<file path="src/rtl/pitch_fr3_ctrl_pkg.sv">
// pitch_fr3_ctrl_pkg
// Shared constants, state encoding and window-check helper for the
// fractional-pitch open-window search sequencer (pitch_fr3_ctrl).
//   L_INTER4         : half-width of the interpolation guard band added to the window
//   MAX_LAG_SPAN     : largest accepted t0_max - t0_min
//   PITCH_FR3_CORR_V : scratch-memory base of the normalized-correlation vector
//   CORR_FLOOR       : most negative Q31 value, reported for a rejected window
package pitch_fr3_ctrl_pkg;

    localparam int          L_INTER4         = 4;
    localparam int          MAX_LAG_SPAN     = 31;
    localparam logic [11:0] PITCH_FR3_CORR_V = 12'hFF0;
    localparam logic [31:0] CORR_FLOOR       = 32'h8000_0000;

    typedef enum logic [2:0] {
        PFC_IDLE,
        PFC_LAUNCH,
        PFC_WAIT_NC,
        PFC_SCAN,
        PFC_DRAIN,
        PFC_FINISH
    } pfc_state_t;

    // The span is formed at 17 bits so extreme signed bounds cannot wrap
    // into an apparently valid window.
    function automatic logic windowInvalid(input logic [15:0] tMin, input logic [15:0] tMax);
        logic signed [16:0] span;
        span = $signed({tMax[15], tMax}) - $signed({tMin[15], tMin});
        return (span < 17'sd0) || (span > $signed(17'(MAX_LAG_SPAN)));
    endfunction

endpackage

</file>
<file path="src/rtl/pitch_fr3_ctrl_argmax.sv">
// pitch_lag_argmax
// Running signed maximum with the index where it was found. A sample equal
// to the current maximum replaces it, so ties resolve to the later (larger)
// index. A valid sample with i_clear set is loaded unconditionally.
// Ports:
//   clk, reset : system clock, synchronous active-high reset
//   i_clear    : first sample of a new search
//   i_valid    : i_data / i_index carry a sample this cycle
//   i_data     : signed 32-bit sample
//   i_index    : index tagged to the sample
//   o_max      : current maximum
//   o_index    : index of o_max
module pitch_lag_argmax (
    input  logic        clk,
    input  logic        reset,
    input  logic        i_clear,
    input  logic        i_valid,
    input  logic [31:0] i_data,
    input  logic [15:0] i_index,
    output logic [31:0] o_max,
    output logic [15:0] o_index
);

    logic [31:0] r_max;
    logic [15:0] r_index;

    // Capture a sample when it starts a search or is at least the current maximum.
    always_ff @(posedge clk) begin
        if (reset) begin
            r_max   <= '0;
            r_index <= '0;
        end else if (i_valid && (i_clear || ($signed(i_data) >= $signed(r_max)))) begin
            r_max   <= i_data;
            r_index <= i_index;
        end
    end

    assign o_max   = r_max;
    assign o_index = r_index;

endmodule

</file>
<file path="src/rtl/pitch_fr3_ctrl.sv">
// pitch_fr3_ctrl
// Sequences the fractional-pitch open-window search: widens the integer lag
// window by L_INTER4, launches the normalized-correlation datapath, then takes
// the scratch memory back and scans the correlation vector for the integer
// lag with the largest correlation.
// Ports:
//   clk, reset           : system clock, synchronous active-high reset
//   start                : one-cycle pulse, accepted only when idle
//   t0_min, t0_max       : signed integer lag window
//   excAddr              : past-excitation base for this subframe
//   normCorrDone         : completion pulse from the datapath
//   normCorrStart        : one-cycle launch pulse to the datapath
//   normCorrTMin/TMax    : widened window handed to the datapath
//   normCorrExcAddr      : latched excAddr
//   normCorrMuxSel       : scratch-memory owner, 0 = datapath, 1 = this block
//   memReadAddr, memIn   : scratch-memory read port (one cycle latency)
//   lag, maxCorr, err    : result, held until the next accepted start
//   done                 : one-cycle completion pulse
module pitch_fr3_ctrl
    import pitch_fr3_ctrl_pkg::*;
(
    input  logic        clk,
    input  logic        reset,
    input  logic        start,
    input  logic [15:0] t0_min,
    input  logic [15:0] t0_max,
    input  logic [11:0] excAddr,
    input  logic        normCorrDone,
    output logic        normCorrStart,
    output logic [15:0] normCorrTMin,
    output logic [15:0] normCorrTMax,
    output logic [11:0] normCorrExcAddr,
    output logic        normCorrMuxSel,
    output logic [11:0] memReadAddr,
    input  logic [31:0] memIn,
    output logic [15:0] lag,
    output logic [31:0] maxCorr,
    output logic        err,
    output logic        done
);

    pfc_state_t  r_state;
    pfc_state_t  w_nextState;

    logic        w_startAccept;
    logic        w_invalid;
    logic        w_invalidStart;
    logic        w_scanLast;
    logic [4:0]  w_spanLow;

    logic [15:0] r_t0Min;
    logic [15:0] r_ncTMin;
    logic [15:0] r_ncTMax;
    logic [11:0] r_excAddr;
    logic [11:0] r_addr;
    logic [4:0]  r_span;
    logic [4:0]  r_k;
    logic [4:0]  r_rdK;
    logic        r_rdValid;
    logic        r_err;

    logic        w_amClear;
    logic        w_amValid;
    logic [31:0] w_amData;
    logic [15:0] w_amIndex;

    assign w_startAccept  = start && (r_state == PFC_IDLE);
    assign w_invalid      = windowInvalid(t0_min, t0_max);
    assign w_invalidStart = w_startAccept && w_invalid;
    // Only a validated span (0..31) is ever stored, so the low five bits suffice.
    assign w_spanLow      = t0_max[4:0] - t0_min[4:0];
    assign w_scanLast     = (r_k == r_span);

    // State register.
    always_ff @(posedge clk) begin
        if (reset) begin
            r_state <= PFC_IDLE;
        end else begin
            r_state <= w_nextState;
        end
    end

    // Next-state logic. A rejected window detours through DRAIN so its done
    // pulse lands two cycles after start without ever launching the datapath.
    always_comb begin
        w_nextState = r_state;
        unique case (r_state)
            PFC_IDLE:    if (start) w_nextState = w_invalid ? PFC_DRAIN : PFC_LAUNCH;
            PFC_LAUNCH:  w_nextState = PFC_WAIT_NC;
            PFC_WAIT_NC: if (normCorrDone) w_nextState = PFC_SCAN;
            PFC_SCAN:    if (w_scanLast) w_nextState = PFC_DRAIN;
            PFC_DRAIN:   w_nextState = PFC_FINISH;
            PFC_FINISH:  w_nextState = PFC_IDLE;
            default:     w_nextState = PFC_IDLE;
        endcase
    end

    // Moore outputs. The datapath owns the memory from LAUNCH until the
    // cycle its done pulse is sampled; this block owns it otherwise.
    always_comb begin
        normCorrStart  = (r_state == PFC_LAUNCH);
        normCorrMuxSel = !((r_state == PFC_LAUNCH) || (r_state == PFC_WAIT_NC));
        done           = (r_state == PFC_FINISH);
    end

    // Window latch, scan address counter and the read-tag pipeline that lines
    // each returning memIn word up with its k.
    always_ff @(posedge clk) begin
        if (reset) begin
            r_t0Min   <= '0;
            r_ncTMin  <= '0;
            r_ncTMax  <= '0;
            r_excAddr <= '0;
            r_span    <= '0;
            r_err     <= 1'b0;
            r_k       <= '0;
            r_addr    <= '0;
            r_rdValid <= 1'b0;
            r_rdK     <= '0;
        end else begin
            if (w_startAccept) begin
                r_t0Min   <= t0_min;
                r_ncTMin  <= t0_min - 16'(L_INTER4);
                r_ncTMax  <= t0_max + 16'(L_INTER4);
                r_excAddr <= excAddr;
                r_span    <= w_spanLow;
                r_err     <= w_invalid;
            end
            if ((r_state == PFC_WAIT_NC) && normCorrDone) begin
                r_k    <= '0;
                r_addr <= PITCH_FR3_CORR_V + 12'(L_INTER4);
            end else if ((r_state == PFC_SCAN) && !w_scanLast) begin
                r_k    <= r_k + 5'd1;
                r_addr <= r_addr + 12'd1;
            end
            r_rdValid <= (r_state == PFC_SCAN);
            r_rdK     <= r_k;
        end
    end

    // A rejected window is written straight into the argmax as a cleared
    // sample, so lag/maxCorr always come from the same registers.
    assign w_amClear = w_invalidStart || (r_rdK == 5'd0);
    assign w_amValid = w_invalidStart || r_rdValid;
    assign w_amData  = w_invalidStart ? CORR_FLOOR : memIn;
    assign w_amIndex = w_invalidStart ? t0_min : (r_t0Min + {11'd0, r_rdK});

    pitch_lag_argmax u_argmax (
        .clk     (clk),
        .reset   (reset),
        .i_clear (w_amClear),
        .i_valid (w_amValid),
        .i_data  (w_amData),
        .i_index (w_amIndex),
        .o_max   (maxCorr),
        .o_index (lag)
    );

    assign normCorrTMin    = r_ncTMin;
    assign normCorrTMax    = r_ncTMax;
    assign normCorrExcAddr = r_excAddr;
    assign memReadAddr     = r_addr;
    assign err             = r_err;

endmodule

</file>
<file path="config.mk">
export PLATFORM = sky130hd
export DESIGN_NAME = pitch_fr3_ctrl
export DESIGN_NICKNAME = d
export VERILOG_FILES = /design/src/rtl/pitch_fr3_ctrl_pkg.sv /design/src/rtl/pitch_fr3_ctrl_argmax.sv /design/src/rtl/pitch_fr3_ctrl.sv
export SDC_FILE = /design/constraint.sdc
export NUM_CORES = 1
export LEC_CHECK = 0
export CORE_AREA = 2 2 154 156
export DETAILED_ROUTE_END_ITERATION = 8
export DIE_AREA = 0 0 156 158
export PLACE_DENSITY_LB_ADDON = 0.25
export SLEW_MARGIN = 25
export SYNTH_ARGS = -nofsm -noshare
export SYNTH_HDL_FRONTEND = slang
export SYNTH_SLANG_ARGS = --single-unit
</file>
<file path="constraint.sdc">
create_clock -name clk -period 16.9 [get_ports clk]
set_input_delay 2.535 -clock clk [delete_from_list [all_inputs] [get_ports clk]]
set_output_delay 2.535 -clock clk [all_outputs]
set_load 0.02 [all_outputs]
</file>
# --- Yosys cells after proc, flatten, opt, wreduce, memory -nomap -nowiden ---
# Cells that the tools add are included.
word_totals:
  regBits: 140
  inputBits: 80
  output_inout_bits: 108
  elab_cells: 59
op_classes:
  n_addsub: 7
  n_lt_le_gt_ge: 3
  eq_ne: 9
  n_mux: 9
  n_reduce_logical: 17
op_table:
  columns: ["operator", "n"]
  rows:
  - ["$ge 32x32->1", 1]
  - ["$mux 32", 1]
  - ["$mux 12", 2]
  - ["$gt 17x6->1 const B", 1]
  - ["$lt 17x1->1 const B", 1]
  - ["$sub 16x16->17", 1]
  - ["$add 16x3->16 const B", 1]
  - ["$add 16x5->16", 1]
  - ["$mux 16", 1]
  - ["$sub 16x3->16 const B", 1]
  - ["$pmux 3 s5", 1]
  - ["$add 12x1->12 const B", 1]
  - ["$mux 3", 4]
  - ["$eq 3x2->1 const B", 2]
  - ["$eq 3x3->1 const B", 2]
  - ["$ne 2x2->1 const B", 3]
  - ["$add 5x1->5 const B", 1]
  - ["$eq 5x5->1", 1]
  - ["$logic_and 1x1->1", 5]
  - ["$logic_not 5->1", 1]
  - ["$logic_or 1x1->1", 5]
  - ["$sub 5x5->5", 1]
  - ["$eq 3x1->1 const B", 1]
  - ["$logic_not 3->1", 1]
  - ["4 further kinds", 5]

# --- Longest topological paths before layout ---
# Gate-level depths: netlist of the first run.
logic_depth:
  word_depth: 8
  depth_mapped: 27
  ltp_nobuf: 22

# --- By module ---
# Synthesis of the first run repeated with hierarchy kept, for this count alone.
unflattened:
  hier_cells: 993
  area_unflattened_um2: 8323.0
by_module_without_submodules:
  columns: ["module", "n_inst", "cells_each", "area_each_um2", "seq_area_each_um2"]
  rows:
  - ["pitch_fr3_ctrl", 1, 669, 5380.2, 1801.7]
  - ["pitch_lag_argmax", 1, 324, 2942.8, 960.9]

# --- Least setup slack after synthesis of the first run ---
# OpenSTA, ideal clock, no wires.
synth_timing:
  path_kind: "in2reg"
  from: "input port t0_max[0]"
  to: "register u_argmax.r_max[0] (netlist: u_argmax.o_max[0])"
  setup_ps: 70
  t_arrival_ps: 7521
  required_ps: 16830
  setup_slack_ps: 9309
  path_stages: 26
  path_buffers: 5
  cell_sequence: "inv_1 -> ha_1 -> fa_1 -> nand2b_1 -> a21oi_2 -> o311ai_1 -> a41oi_2 -> mux2i_1 -> or4b_4 -> a211o_1 -> buf_6 -> nand2_4 -> buf_6 -> buf_6 -> and2_1 -> ha_1 -> a21oi_1 -> o21ai_0 -> a211oi_1 -> o211ai_1 -> or3_1 -> o21bai_1 -> clkbuf_1 -> clkbuf_1 -> nand2_1 -> a21oi_1"
synth_between:
  elab_chain_len: 8
  word_cells_on_any_way: 11
  classes_between: "add/sub (1); order compare (3); mux (1); reduce/logical (6)"
synth_rtl:
  columns: ["element", "line_no", "source"]
  rows:
  - ["start, declared", "pitch_fr3_ctrl.sv:26", "input logic [15:0] t0_max,"]
  - ["$sub 16x16->17 (*)", "pitch_fr3_ctrl_pkg.sv:28", "span = $signed({tMax[15], tMax}) - $signed({tMin[15], tMin});"]
  - ["$lt 17x1->1 / $gt 17x6->1 (equally long branches)", "pitch_fr3_ctrl_pkg.sv:29", "return (span < 17'sd0) || (span > $signed(17'(MAX_LAG_SPAN)));"]
  - ["$logic_or 1x1->1 (*)", "pitch_fr3_ctrl_pkg.sv:29", null]
  - ["$logic_and 1x1->1 (*)", "pitch_fr3_ctrl.sv:69", "assign w_invalidStart = w_startAccept && w_invalid;"]
  - ["$mux 32 (*)", "pitch_fr3_ctrl.sv:145", "assign w_amData = w_invalidStart ? CORR_FLOOR : memIn;"]
  - ["named net u_argmax.i_data[23]", "pitch_fr3_ctrl_argmax.sv:18", "input logic [31:0] i_data,"]
  - ["$ge 32x32->1 (*)", "pitch_fr3_ctrl_argmax.sv:32", "end else if (i_valid && (i_clear || ($signed(i_data) >= $signed(r_max)))) begin"]
  - ["$logic_or 1x1->1 (*)", "pitch_fr3_ctrl_argmax.sv:32", null]
  - ["$logic_and 1x1->1 (*)", "pitch_fr3_ctrl_argmax.sv:32", null]
  - ["end signal, assigned", "pitch_fr3_ctrl_argmax.sv:33", "r_max <= i_data;"]
  - ["end, declared", "pitch_fr3_ctrl_argmax.sv:24", "logic [31:0] r_max;"]
# Mark *: on every way through the listed nets, which the timed path passes. The rest lies on a longest branch.
# A chain may end at the register's enable or synchronous reset.

# --- Final worst setup path of the first run ---
layout_timing:
  from: "input port t0_min[0]"
  to: "register u_argmax.r_index[0] (netlist: u_argmax.o_index[0])"
layout_between:
  elab_chain_len: 8
  word_cells_on_any_way: 12
  classes_between: "add/sub (1); order compare (3); mux (2); reduce/logical (6)"
layout_rtl:
  columns: ["element", "line_no", "source"]
  rows:
  - ["start, declared", "pitch_fr3_ctrl.sv:25", "input logic [15:0] t0_min,"]
  - ["$sub 16x16->17 (*)", "pitch_fr3_ctrl_pkg.sv:28", null]
  - ["$lt 17x1->1 / $gt 17x6->1 (equally long branches)", "pitch_fr3_ctrl_pkg.sv:29", null]
  - ["$logic_or 1x1->1 (*)", "pitch_fr3_ctrl_pkg.sv:29", null]
  - ["$logic_and 1x1->1 (*)", "pitch_fr3_ctrl.sv:69", null]
  - ["$mux 32 (*)", "pitch_fr3_ctrl.sv:145", null]
  - ["named net u_argmax.i_data[31]", "pitch_fr3_ctrl_argmax.sv:18", null]
  - ["$ge 32x32->1 (*)", "pitch_fr3_ctrl_argmax.sv:32", null]
  - ["$logic_or 1x1->1 (*)", "pitch_fr3_ctrl_argmax.sv:32", null]
  - ["$logic_and 1x1->1 (*)", "pitch_fr3_ctrl_argmax.sv:32", null]
  - ["end signal, assigned", "pitch_fr3_ctrl_argmax.sv:34", "r_index <= i_index;"]
  - ["end, declared", "pitch_fr3_ctrl_argmax.sv:25", "logic [15:0] r_index;"]
# Marked as above.

==> results of run 1 <==
worst max-delay path: stages:
cell	delay [ns]
clkdlybuf4s50_1	0.47
ha_1	0.28
fa_1	0.39
nand2b_1	0.20
a21oi_2	0.25
o311ai_1	0.15
a41oi_2	0.22
mux2i_1	0.09
or4b_4	0.56
a211o_1	0.44
nand2_4	0.35
nand2b_1	0.11
ha_1	0.42
nand4_1	0.19
nor4_1	0.40
inv_1	0.09
or3_1	0.31
o22ai_1	0.24
o21ba_4	0.64
mux2i_1	0.16
a221oi_1	0.30
synthesized netlist by cell type, drive strengths merged (4+ instances only):
| cell type | count |
|---|---|
| a21o | 7 |
| nand4 | 21 |
| o2111ai | 7 |
| nand3 | 20 |
| o21a | 4 |
| dfxtp | 138 |
| nor4 | 7 |
| o31ai | 4 |
| a221oi | 5 |
| o21ai | 20 |
| mux2i | 5 |
| a311oi | 4 |
| nand2 | 180 |
| a211oi | 32 |
| and3 | 10 |
| a21oi | 113 |
| inv | 60 |
| or3 | 5 |
| ha | 57 |
| buf | 8 |
| o32ai | 8 |
| xor2 | 27 |
| o211ai | 10 |
| xnor2 | 28 |
| nor3 | 7 |
| a31oi | 4 |
| nand2b | 10 |
| or2 | 4 |
| clkbuf | 47 |
| nor2 | 76 |
| nor2b | 10 |
| and2 | 33 |
layer usage:
| metal | up-vias | share of wire [%] |
|---|---|---|
| li1 | 3799 | - |
| met2 | 199 | 46 |
| met1 | 3450 | 47 |
| met4 | 0 | 1.2 |
| met5 | - | 0 |
| met3 | 21 | 5.8 |
final timing paths:
path / from / endpoint
setup / recovery: t0_min[0] / u_argmax.o_index[0]
hold / removal: normCorrExcAddr[10] / normCorrExcAddr[10]
setup reg to reg: r_state[2] / u_argmax.o_index[0]
hold reg to reg: normCorrExcAddr[10] / normCorrExcAddr[10]
placed cells by master (no fill, tap or decap), types with 20 or more instances in the layout:
cell             Yosys  final
ha_1                57     57
clkdlybuf4s50_1      0    186
nand4_1             21     21
xnor2_1             28     28
a211oi_1            31     31
and2_1              33     33
a21oi_1            112    112
nand2_1            179    179
nor2_1              76     75
nand3_1             20     20
inv_1               60     60
xor2_1              27     27
dfxtp_1            138    138
layout make-up:
class | count | share of cell area, %
Multi-Input combinational cell | 752 | 44.2
Sequential cell | 138 | 26.2
Timing Repair Buffer | 193 | 18.2
Clock buffer | 25 | 4.51
Tap cell | 290 | 3.44
Inverter | 61 | 2.17
Clock inverter | 7 | 1.32
report_power, final:
group	internal [µW]	leakage [µW]	total [µW]	switching, µW
combinational	138	0.00238	317	179
sequential	361	0.00113	386	24.5
clock	255	0.000299	395	140
total	754	0.00380	1100	344
flip-flops by register name, indices dropped and copies added (netlist names):
signal,cells
r_t0Min,16
normCorrExcAddr,12
r_span,5
normCorrTMin,14
u_argmax.o_max,32
u_argmax.o_index,16
r_rdK,5
r_state,3
r_rdValid,1
normCorrTMax,16
memReadAddr,12
err,1
r_k,5
through the flow:
step	setup slack (ns)	util [%]	hold slack (ns)
detailed placement	7.96	43.1	0.446
global route	7.80	45.8	0.475
floorplan	9.31	-	0.441
CTS	8.37	45.8	0.455
global placement	7.79	43.1	0.441
finish	8.40	45.8	0.452
cells by family (layout without fill, tap and decap cells):
logic type	Yosys count	count (layout)	share of synthesized area, %
adders and majority gates	59	59	9.56
muxes	5	5	0.636
buffers and inverters	116	286	5.97
xor gates and xnor gates	55	55	6.12
and+or+nand+nor	392	392	23.0
DFF	138	138	35.1
AOI/OAI and AO/OA	241	241	19.7
==> run summary, run 1 <==
outcome: finished clean
Mapped Area: 7880 µm²
sequential share of the synthesized area: 35.1%
Worst Tran Pin Value: 1.00 ns
clock sink count: 138
CP startpoint kind: input port
Rel. slew slack: 33.0%
Synth Register Bits: 138
buffers added on ports: 187
placed cell area: 9930 µm²
post-CTS setup buffer count: 0
vias per cell: 5.09
die height: 158 µm
worst hold path class: reg2reg
Post-synth EDFFs: 0
endpoints failing setup: 0
critical path fanouts, max: 50
Area Overhead vs Synth: 34.0%
FP Rows: 56
initial drt markers: 471
Final HPWL DP: 16100 µm
Setup crit end kind: flip-flop
Root Buffer: clkbuf_16
iteration count of the initial detailed-routing pass: 5
# DRC: 0
GR Util met3: 3.78%
R2R cell count: 15
fmax: 0.118 GHz
vias in the first global route: 7069
Total GRT Usage: 18.2%
largest net degree at the start of global routing: 101
Final nets: 1302
Synth Area per Inst: 7.83 µm²
Total Wirelength: 22400 µm
GR Layer Usage met1: 24.4%
Final Cell Area: 10600 µm²
PostCTS Resize Cnt: 0
GR Overflow Total: 0
Overall Power: 1100 µW
period utilization: 50.3%
hold path cells: 2
area occupied by multi-input gates: 4660 µm²
clock-pin slew on the worst setup and hold paths: 0.06 ns
final std cells w/o fill: 1466
ys flop type: dfxtp_1
crit path DAT: 8.83 ns
post-route ant nets: 0
drt wl/cell: 15.3 µm
Fillers: 2328
DR vias: 7469
core area: 23100 µm²
CTS tree: built
IO Count: 188
htree depth: 4
worst-skew pair later-pin latency: 0.42 ns
global-route wire length before repair: 36000 µm
CTS Buf Count: 17
Pleak: 0.00380 µW
max_cap viols: 0
Final min period: 8.50 ns
TNS Setup: 0 ns
Die X: 156 µm
CP required: 17.22 ns
Routability Congestion: 0.881
Initial Util: 34.2%
Final Skew: 0.00840 ns
Yosys top cell by area: dfxtp_1
library cells used by synthesis: 68
CTS max path bufs: 2
DP Cell Count: 1434
final hold vios: 0
die area: 24600 µm²
ys async rst share: 0%
GRT busiest layer: met2
CTS Hold Bufs: 0
Crit Path Class: in2reg
register area: 2760 µm²
unrepaired setup endpoints after global routing: false
Pwr Density: 104 nW/µm²
R2R Setup Slk: 11.80 ns
initial antenna violation count: 0
share of cells above drive strength 1: 4.08%
Synth Warn #: 0
n_diodes: 0
Post-Syn Instances: 1006
met2 usage: 29.6%
worst IR drop on VDD: 0.0530 mV
largest cells by area after synthesis: dfxtp_1, ha_1, nand2_1
post-synth top area share: 35.1%
Pins Over Slew Limit: 0
Mapped Nets: 1145
No activity file was read; power rests on OpenSTA's default activity.
==> run 2: changes to the inputs <==
clock period = 8.5 ns   (was 16.9 ns; I/O delays follow)
==> run summary, run 2 (synthesized netlist as in run 1, its figures left out) <==
Bufs and invs on worst path: 4 (+2)
Pwr Density: 205 nW/µm² (+97%)
# DRC: 0 (unchanged)
clock share of power: 35.4% (-0.6 points)
worst r2r src: r_state[2]
most frequent cells in the layout: clkdlybuf4s50_1, nand2_1, dfxtp_1
family with the most delay on the worst path: compound AO/OA/AOI/OAI gates
cell chain of the critical path: clkdlybuf4s50_1, inv_1, ha_1, o211ai_1, a21oi_2, o311ai_1, a41oi_2, mux2i_1, or4b_4, a211o_1, nand2_4, nand2b_1, ha_1, nand4_1, nor4_1, inv_1, or3_1, o22ai_1, o21ba_2, buf_4, nand2_1, a31oi_1
R2R cell count: 15 (unchanged)
Total GRT Usage: 17.7% (-0.46 points)
vias per cell: 5.09 (-0.19%)
internal power: 1490 µW (+97%)
share of cells above drive strength 1: 4.26% (+0.17 points)
CP required: 8.84 ns (-8.38 ns)
period utilization: 85.0%
worst-skew pair later-pin latency: 0.41 ns (about the same)
max_cap viols: 0 (unchanged)
CP startpoint kind: input port
Crit Path Class: in2reg
htree depth: 4 (unchanged)
Pleak: 0.00380 µW (about the same)
clock sink count: 138 (unchanged)
IO Count: 188 (unchanged)
Rel. slew slack: 37.4% (+4.3 points)
buffers added on ports: 187 (unchanged)
Routability Congestion: 0.858 (-2.6%)
met3 routed WL: 1200 µm (-7.0%)
Area Overhead vs Synth: 33.7%
Worst Hold End: normCorrExcAddr[6]
drt wl/cell: 15.1 µm (-0.73%)
combinational share of power: 29.0% (about the same)
final hold vios: 0 (unchanged)
iteration count of the initial detailed-routing pass: 5 (unchanged)
worst IR drop on VDD: 0.109 mV (+100%)
outcome: finished clean
Final min period: 7.23 ns
CTS Hold Bufs: 0 (unchanged)
TNS Setup: 0 ns (unchanged)
Net Sw Power: 674 µW (+96%)
clock-pin slew on the worst setup and hold paths: 0.06 ns (about the same)
Initial Util: 34.2% (unchanged)
worst hold path class: reg2reg
die area: 24600 µm² (unchanged)
hold_sp: normCorrExcAddr[6]
Total Wirelength: 22200 µm (-0.80%)
sw frac: 31.2% (-0.064 points)
crit path DAT: 7.56 ns (-1.27 ns)
Final HPWL DP: 16400 µm (+1.5%)
CP max stage cell: clkdlybuf4s50_1
CTS tree: built
Die X: 156 µm (unchanged)
DRT met1 WL: 10600 µm (-0.16%)
DR vias: 7450 (-0.25%)
Final Skew: 0.0104 ns (+0.00197 ns)
Root Buffer: clkbuf_16
number of flip-flops in the largest register: 32 (unchanged)
core area: 23100 µm² (unchanged)
Final nets: 1303 (+0.077%)
post-CTS setup buffer count: 0 (unchanged)
vias in the first global route: 6986 (-1.2%)
hold path cells: 2 (unchanged)
Setup crit end kind: flip-flop
R2R Setup Slk: 4.42 ns (-7.38 ns)
area occupied by multi-input gates: 4660 µm² (-0.13%)
most common cell after layout, fill and taps aside: clkdlybuf4s50_1
fmax: 0.138 GHz
largest net degree at the start of global routing: 94 (-6.9%)
register area: 2760 µm² (unchanged)
unrepaired setup endpoints after global routing: false
endpoints failing setup: 0 (unchanged)
Fillers: 2295 (-1.4%)
share of power burned in registers: 35.6% (+0.5 points)
Pins Over Slew Limit: 0 (unchanged)
global-route wire length before repair: 35300 µm (-1.9%)
initial antenna violation count: 0 (unchanged)
n_diodes: 0 (unchanged)
PostCTS Resize Cnt: 0 (unchanged)
final std cells w/o fill: 1465 (-0.068%)
CTS Buf Count: 17 (unchanged)
post-route ant nets: 0 (unchanged)
met2 wire length: 10200 µm (+0.25%)
initial drt markers: 451 (-4.2%)
Crit path largest cell delay: 0.62 ns (-0.02 ns)
GR Overflow Total: 0 (unchanged)
critical path fanouts, max: 39 (-22%)
FP Rows: 56 (unchanged)
DP Cell Count: 1435 (+0.070%)
Worst Tran Pin Value: 0.939 ns (-0.0632 ns)
reg-to-reg endpoint: u_argmax.o_max[31]
die height: 158 µm (unchanged)
top routing layer used: met4
CTS max path bufs: 2 (unchanged)
[run 2: final cells by class]
type                       instances  share of cell area (%)
inverter                          61                    2.17
tap                              290                    3.45
clock inverter                     9                    1.40
multi-input combinational        752                    44.2
sequential                       138                    26.2
clock buffer                      21                    4.28
timing repair buffer             194                    18.2
[run 2: worst max path at each step]
stage,from,end,slack [ns],depth (start not counted)
floorplan,t0_max[0],u_argmax.o_max[0],2.17,26
global placement,t0_min[3],u_argmax.o_max[31],0.89,22
detailed placement,t0_min[3],u_argmax.o_max[31],0.86,22
CTS,t0_min[3],u_argmax.o_max[31],1.28,22
global route,t0_min[3],u_argmax.o_max[0],0.66,22
finish,t0_min[3],u_argmax.o_max[31],1.27,22
[run 2: power by group through the flow]
stage               clock network, µW  logic [µW]  registers [µW]
finish                            765         627             768
detailed placement                  0         630             782
CTS                               784         633             769
global route                      808         691             778
global placement                    0         628             782
floorplan                           0         330             834
[run 2: layer usage]
layer	up-vias	track usage (%)
met5	-	0
met4	0	4.02
met3	11	3.86
met2	192	29.3
met1	3443	23.7
li1	3804	-
[run 2: worst register-to-register path: stages, from the launching register on]
cell	delay, ns
dfxtp_1	0.35
nor2_1	0.25
nand2_1	0.16
nor2_4	0.14
nand2_4	0.22
and2_1	0.28
ha_1	0.31
nand4_1	0.18
nor4_1	0.38
inv_1	0.10
or3_1	0.31
o22ai_1	0.20
o21ba_2	0.45
buf_4	0.42
nand2_1	0.11
a31oi_1	0.16
[run 2: per-stage QoR]
step	utilization, %	worst slack, ns	hold slack (ns)	total power [µW]	instance area (µm²)
after global placement	43.1	0.885	0.442	1410	9930
final	45.7	1.27	0.452	2160	10500
after floorplan	-	2.17	0.441	1160	7880
after global routing	45.7	0.657	0.466	2280	10500
after detailed placement	43.1	0.856	0.447	1410	9930
after CTS	45.7	1.28	0.456	2190	10500
